<file path="src/rtl/siete_segmentos_a_bcd.sv">
// ============================================================================
// Module   : siete_segmentos_a_bcd
// Purpose  : Qualifies sampled seven-segment lines and decodes them to BCD.
// Revision : 1.0 - initial release
// ============================================================================
`default_nettype none

module siete_segmentos_a_bcd #(
  parameter int STABLE_CYCLES = 4,
  parameter bit ACTIVE_LOW    = 1'b0
) (
  input  logic       clk,
  input  logic       rst,
  input  logic       a,
  input  logic       b,
  input  logic       c,
  input  logic       d,
  input  logic       e,
  input  logic       f,
  input  logic       g,
  output logic [3:0] digit,
  output logic       valid,
  output logic       blank,
  output logic       err,
  output logic       update,
  output logic [7:0] change_count
);

  localparam logic [7:0] C_SAT = 8'(STABLE_CYCLES - 1);

  typedef enum logic [1:0] {
    IDLE   = 2'd0,
    SETTLE = 2'd1,
    LOCKED = 2'd2
  } state_t;

  state_t     r_state;
  state_t     w_next;
  logic [6:0] w_p;
  logic [6:0] r_s;
  logic [6:0] r_cp;
  logic [7:0] r_cnt;
  logic       w_same;
  logic       w_stable;
  logic       w_commit;
  logic       w_new;
  logic [3:0] w_dig;
  logic       w_isdig;
  logic       w_isblank;

  assign w_p      = {a, b, c, d, e, f, g} ^ {7{ACTIVE_LOW}};
  assign w_same   = (w_p == r_s);
  // The current sample is the (STABLE_CYCLES+1)th identical one in a row.
  assign w_stable = w_same && (r_cnt == C_SAT);

  always_comb begin
    w_dig     = 4'd0;
    w_isdig   = 1'b1;
    w_isblank = 1'b0;
    case (w_p)
      7'b1111110: w_dig = 4'd0;
      7'b0110000: w_dig = 4'd1;
      7'b1101101: w_dig = 4'd2;
      7'b1111001: w_dig = 4'd3;
      7'b0110011: w_dig = 4'd4;
      7'b1011011: w_dig = 4'd5;
      7'b1011111: w_dig = 4'd6;
      7'b1110000: w_dig = 4'd7;
      7'b1111111: w_dig = 4'd8;
      7'b1111011: w_dig = 4'd9;
      7'b0000000: begin
        w_isdig   = 1'b0;
        w_isblank = 1'b1;
      end
      default:    w_isdig = 1'b0;
    endcase
  end

  always_ff @(posedge clk or posedge rst) begin
    if (rst) r_state <= IDLE;
    else     r_state <= w_next;
  end

  always_comb begin
    w_next   = r_state;
    w_commit = 1'b0;
    w_new    = 1'b0;
    case (r_state)
      IDLE: begin
        if (w_stable) begin
          w_commit = 1'b1;
          w_new    = 1'b1;
          w_next   = LOCKED;
        end
      end
      SETTLE: begin
        if (w_stable) begin
          w_commit = 1'b1;
          w_new    = (w_p != r_cp);
          w_next   = LOCKED;
        end
      end
      LOCKED: begin
        if (w_p != r_cp) w_next = SETTLE;
      end
      default: w_next = IDLE;
    endcase
  end

  always_ff @(posedge clk or posedge rst) begin
    if (rst) begin
      r_s          <= 7'd0;
      r_cnt        <= 8'd0;
      r_cp         <= 7'd0;
      digit        <= 4'd0;
      valid        <= 1'b0;
      blank        <= 1'b0;
      err          <= 1'b0;
      update       <= 1'b0;
      change_count <= 8'd0;
    end else begin
      r_s    <= w_p;
      update <= w_commit && w_new;
      if (!w_same)            r_cnt <= 8'd0;
      else if (r_cnt != C_SAT) r_cnt <= r_cnt + 8'd1;
      if (w_commit) begin
        r_cp  <= w_p;
        digit <= w_dig;
        valid <= w_isdig;
        blank <= w_isblank;
        err   <= !w_isdig && !w_isblank;
        if (w_new) change_count <= change_count + 8'd1;
      end
    end
  end

endmodule

`default_nettype wire

</file>
<file path="config.mk">
export PLATFORM = sky130hd
export DESIGN_NAME = siete_segmentos_a_bcd
export DESIGN_NICKNAME = d
export VERILOG_FILES = /design/src/rtl/siete_segmentos_a_bcd.sv
export SDC_FILE = /design/constraint.sdc
export NUM_CORES = 1
export LEC_CHECK = 0
export CAP_MARGIN = 20
export CORE_MARGIN = 5
export CORE_UTILIZATION = 51
export CTS_BUF_LIST = sky130_fd_sc_hd__clkbuf_4 sky130_fd_sc_hd__clkbuf_8
export DETAILED_ROUTE_END_ITERATION = 10
export PLACE_DENSITY = 0.79
export SLEW_MARGIN = 30
export SYNTH_ARGS = -nofsm -noshare
export SYNTH_HDL_FRONTEND = slang
export SYNTH_SLANG_ARGS = --single-unit
export TNS_END_PERCENT = 30
</file>
<file path="constraint.sdc">
create_clock -name clk -period 1.8 [get_ports clk]
set_input_delay 0.45 -clock clk [delete_from_list [all_inputs] [get_ports clk]]
set_output_delay 0.45 -clock clk [all_outputs]
set_load 0.02 [all_outputs]
</file>
* Word level (Yosys, flattened, before mapping)
Cells that the tools add are included.
W data, S select, Z words.
** Storage, ports and cells
- Register bits after elaboration :: 40
** Operators by class
- $add $sub $neg :: 2
- Equal/unequal tests :: 19
- Mux-type cells :: 12
- Reduce and logical (&&, ||, !) cells :: 11
** Operators with widths (number)
- $eq A7 B7 Y1 const B :: 8
- $pmux W4 S9 :: 1
- $add A8 B1 Y8 const B :: 2
- $mux W8 :: 2
- $eq A7 B6 Y1 const B :: 2
- $reduce_or A10 Y1 :: 1
- $eq A8 B2 Y1 const B :: 1
- $ne A8 B2 Y1 const B :: 1
- $eq A7 B7 Y1 :: 1
- $logic_not A7 Y1 :: 1
- $ne A7 B7 Y1 :: 1
- $mux W1 :: 5
- $mux W2 :: 2
- $ne A2 B1 Y1 const B :: 2
- $pmux W2 S2 :: 1
- $reduce_and A2 Y1 :: 2
- $logic_and A1 B1 Y1 :: 3
- $eq A2 B1 Y1 const B :: 1
- $eq A2 B2 Y1 const B :: 1
- $logic_not A1 Y1 :: 2
- $logic_not A2 Y1 :: 1
- $ne A2 B2 Y1 const B :: 1
- $pmux W1 S2 :: 1
- $reduce_or A2 Y1 :: 1

* Longest topological paths before layout
- Depth after elaboration :: 5
- Gate-level depth with buffers :: 7

* Least setup slack after synthesis
OpenSTA, ideal clock, no wires.
- Path type :: input port to flip-flop
- From :: input port e
- To :: register blank
- Library setup time :: 0.125 ns
- Arrival :: 1.907 ns
- Data required time :: 1.675 ns
- Path slack :: -0.231 ns
- Cell stages on the path :: 6
- Cells stage by stage :: buf_6 > xor2_1 > nor4_4 > and4b_1 > buf_2 > mux2_2
** On the way
- Cells in the longest elaborated chain, start to end :: 4
- Elaborated cells on any way between the ends :: 6
** RTL lines
- start, declared :: line 18 : input logic e,
- $eq A7 B7 Y1 :: line 52 : assign w_same = (w_p == r_s);
- $logic_and A1 B1 Y1 :: line 54 : assign w_stable = w_same && (r_cnt == C_SAT);
- $mux W1 :: line 90, 97
- $mux W1
- end signal, assigned :: line 130 : blank <= w_isblank;
- end, declared :: line 23 : output logic blank,
Parallel ways exist; a longest one is shown, timed or not.
A chain may end at the register's enable or synchronous reset.

* Worst setup path in the final report
- From :: register r_s[2]
- To :: register change_count[6]
** On the way
- Cells in the longest elaborated chain, start to end :: 5
- Elaborated cells on any way between the ends :: 7
** RTL lines
- start, declared :: line 40 : logic [6:0] r_s;
- start signal, assigned :: line 122 : r_s <= w_p;
- $eq A7 B7 Y1 (*) :: line 52
- $logic_and A1 B1 Y1 (*) :: line 54
- $mux W1 (on tied branches) :: line 97, 90
- $pmux W1 S2 / $mux W1 (equally long branches)
- $reduce_and A2 Y1 (no line) (*)
- end signal, assigned :: line 132 : if (w_new) change_count <= change_count + 8'd1;
- end, declared :: line 26 : output logic [7:0] change_count
Every way passes the cells marked *; elsewhere a longest branch is shown, timed or not.

==> results by stage <==
Synth:
- The number of different library cells used by synthesis comes to 39.
- Counting flops with an async set or reset pin after synthesis yields a share of 100%.
- After technology mapping, the gate count stands at 190.
- The most frequent cell after synthesis is sky130_fd_sc_hd__dfrtp_1.
- The number of synthesized flops with an enable pin is 0.
- The top flip-flop cell by instance count after synthesis is sky130_fd_sc_hd__dfrtp_1.
- The biggest area contributor in the post-synthesis netlist is sky130_fd_sc_hd__dfrtp_1.
- Sorting the synthesized cells by area gives the leading types as sky130_fd_sc_hd__dfrtp_1 (51%), sky130_fd_sc_hd__xor2_1 (8.4%), sky130_fd_sc_hd__nand2_1 (5.3%).
- The fraction of synthesized cell area taken by the top area cell type is 50.8%.
- Sorting the synthesized cells by how often they occur yields sky130_fd_sc_hd__dfrtp_1 (40), sky130_fd_sc_hd__nand2_1 (28), sky130_fd_sc_hd__xor2_1 (19).
- The mapped netlist covers 1970 sq um.
- The sequential element share of the synthesized area is 50.8%.
- The synthesis warning total is 0.
- The flop and latch count out of synthesis is 40.
- The number of nets handed over by synthesis was 201.
- The average cell area after synthesis is 10.4 sq um.

Setup path:
- The category of the critical setup timing path is flop to flop.
- The critical path goes through xor2_2 > nor4_4 > nand4b_4 > buf_4 > buf_6 > nor4_4 > xor2_1.
- The most numerous cell type found on the critical path is sky130_fd_sc_hd__nor4_4.
- The category of the worst setup path launch point is a flop.
- The cell family contributing the most delay on the critical path is simple AND/OR/NAND/NOR gates.
- The slowest cell on the critical path is sky130_fd_sc_hd__dfrtp_1.
- On the worst path, the slowest cell contributes a delay of 0.39 ns.
- The endpoint arrival time on the critical path is 2.10 ns.
- The critical path contains buffers and inverters numbering 2 combined.
- Along the worst path, the maximum fanout reaches 7.
- The type of element capturing the critical path is a flop.
- Data on the critical path is required at its endpoint by 2.03 ns.

Place:
- The placed instances occupy a cell area of 2480 sq um.
- Detailed placement ended at an HPWL of 3070 um.
- At the end of routability-driven placement, the weighted congestion stood at 0.780.
- The number of buffers added on ports is 24.
- The worst-case setup slack after placement is -0.594 ns.

CTS:
- The number of clock buffers inserted by TritonCTS is 5.
- The root buffer cell is sky130_fd_sc_hd__clkbuf_8.
- The clock edge transition at the registers on the reported setup and hold paths is 0.07 ns.
- The later-pin clock latency in the skew report is 0.31 ns.
- The clock tree from TritonCTS is yes.
- The clock passes through at most 2 buffers.
- The number of levels the H-tree was split into is 2.
- The number of clock sinks seen by CTS is 40.

Cells and area:
- The number of antenna repair diodes is 0.
- The post-route netlist has 31.9% of its cells at a drive strength greater than 1.
- The total number of nets in the final design is 265.
- The cell area after layout is 2870 sq um.
- From synthesis to final layout, the design area changed by 45.8%.

Global route:
- In the global route stage, met1 resource usage came out at 25.5%.
- The via count of the first global-routing pass is 1541.
- The global routing usage on met2 is 30.9%.
- Global routing used 19.0% of the available tracks across all layers.
- The number of antenna violations at the first check in global routing is 0.
- After global routing the overflow that remains totals 0.
- The pin count of the biggest net entering global routing is 41.
- The first global-routing pass estimated 7690 um of wire.
- The most crowded layer after global routing is met2.
- For met3 alone, demand over resource in global routing was 4.85%.

Floorplanning:
- The area of the die is 5210 sq um.
- The number of rows created at floorplan is 22.
- Measured along the x axis, the die boundary spans 72.2 um.
- In this run the vertical extent of the chip is 72.2 um.
- The initial core utilization is 53.0%.
- During I/O placement, the number of pins put on the boundary was 25.
- The core region is 3720 sq um.

Timing:
- The fmax is 532 MHz.
- In the post-route analysis, the smallest setup slack over all paths is -0.0789 ns.
- The final setup violation count is 12.
- Setup repair after global routing could not meet its margin everywhere.
- The final hold violation count is 0.
- The final critical-path required period is 1.88 ns.
- The count of final max-slew check failures is 0.
- The clock skew after layout is 0.0101 ns.
- The worst pin sits at a relative slew slack of 67.8%.
- In the finished design, the share of the clock period the worst path needs comes to 104%.
- The transition time of the tightest slew-check pin is 0.479 ns.

Routing:
- The average routed wire per standard cell is 18.2 um.
- Wires add up to 5490 um.
- The remaining routing DRC violations is 0.
- The count of nets left with antenna violations once routing finished came out at 0.
- The first detailed-routing pass ran for 4 iterations.
- Dividing the detail-routed via count by the number of cells gives 5.72.
- The routed via count is 1728.
- The violation count after the first detailed-routing iteration is 161.

Power:
- Across the VDD grid, the largest voltage drop is 0.674 mV.
- The sum of internal, switching and leakage power is 1690 uW.
- The power per unit of standard cell area is 588 nW/um^2.
- For this design the static power due to leakage is 0.00142 uW.

Status:
- The flow ran to the end, but the final reports show violations.
- The checks that failed: setup timing.

Worst hold path:
- The class of the tightest hold or removal check is primary input to flop.

Job:
- Across the run, the number of max-cap violations was 0.
## state kept, by name, indices dropped and copies added (netlist names)
register,cells
blank,1
valid,1
err,1
digit,4
r_cp,7
change_count,8
update,1
r_s,7
r_state,2
r_cnt,8
## per-stage QoR
step                setup TNS [ns]  hold WS (ns)  util [%]  cells
finish                      -0.362         0.346      77.3    302
global route                 -1.77         0.365      77.3    302
CTS                         -0.132         0.478      72.7    292
detailed placement          -13.51         0.457      66.8    282
global placement            -12.31         0.459      66.8    282
floorplan                  -0.0938         0.459         -    190
## worst paths after layout
check | start | to | slack [ns] | cells after the start
worst min-delay path | f | r_s[1] | 0.35 | 1
worst min register to register | change_count[7] | change_count[7] | 0.47 | 1
worst max register to register | r_s[2] | change_count[6] | -0.08 | 7
max in group asynchronous | rst | r_cp[4] | 1.06 | 3
min in group asynchronous | rst | r_cnt[4] | 0.52 | 3
worst max-delay path | r_s[2] | change_count[6] | -0.08 | 7
## cell families (layout without fill, tap and decap cells)
group / count (synthesis) / after routing / share of synthesized area [%]
DFF: 40 / 40 / 50.8
xor gates and xnor gates: 28 / 28 / 12.4
muxes: 7 / 7 / 3.94
AOI/OAI and AO/OA: 16 / 16 / 5.52
buffers and inverters: 13 / 77 / 3.17
and+or+nand+nor: 84 / 84 / 22.9
adders and majority gates: 2 / 2 / 1.27
## per-layer routing
layer  share of wire, %  up-vias
li1                   -      780
met1                 40      832
met2                 50       94
met3                6.6       22
met4                4.2        0
met5                  0        -
## repair_timing
| action | CTS | global route |
|---|---|---|
| cloned | 0 | 1 |
| hold endpoints to repair | 0 | 0 |
| hold buffers | 0 | 0 |
| buffers inserted | 3 | 9 |
| resized for setup | 35 | 21 |
| endpoints found under the setup margin | 28 | 23 |
| pin swaps | 11 | 7 |
## cells in the final DEF (no fill, tap or decap), types with 3 or more instances in the layout
master                            count
sky130_fd_sc_hd__clkdlybuf4s50_1     10
sky130_fd_sc_hd__dlymetal6s2s_1       3
sky130_fd_sc_hd__buf_12               3
sky130_fd_sc_hd__inv_1                4
sky130_fd_sc_hd__clkbuf_8             5
sky130_fd_sc_hd__o21ai_0              4
sky130_fd_sc_hd__nor2_1              13
sky130_fd_sc_hd__buf_4               28
sky130_fd_sc_hd__xnor2_1              8
sky130_fd_sc_hd__nand2_1             27
sky130_fd_sc_hd__xor2_1              16
sky130_fd_sc_hd__buf_6                9
sky130_fd_sc_hd__nor3_1               3
sky130_fd_sc_hd__xor2_2               3
sky130_fd_sc_hd__clkdlybuf4s15_1      3
sky130_fd_sc_hd__nor4_4               6
sky130_fd_sc_hd__nand3_1             15
sky130_fd_sc_hd__dlygate4sd2_1        6
sky130_fd_sc_hd__mux2_4               6
sky130_fd_sc_hd__dfrtp_1             40
## layout make-up
| cell class | count | area (sq um) |
|---|---|---|
| well taps | 48 | 60.1 |
| clock inverters | 1 | 5.00 |
| fillers | 220 | 843 |
| clock buffers | 6 | 76.3 |
| repair buffers | 66 | 642 |
| multi-input cells | 137 | 1070 |
| inverters | 4 | 15.0 |
| flip-flops and latches | 40 | 1000 |
## power by group
group          internal [uW]  total [uW]  switching [uW]
registers                906         911            4.82
clock network            279         601             322
logic                   74.5         176             102
total                   1260        1690             428
Power figures use the tool's default switching activity.
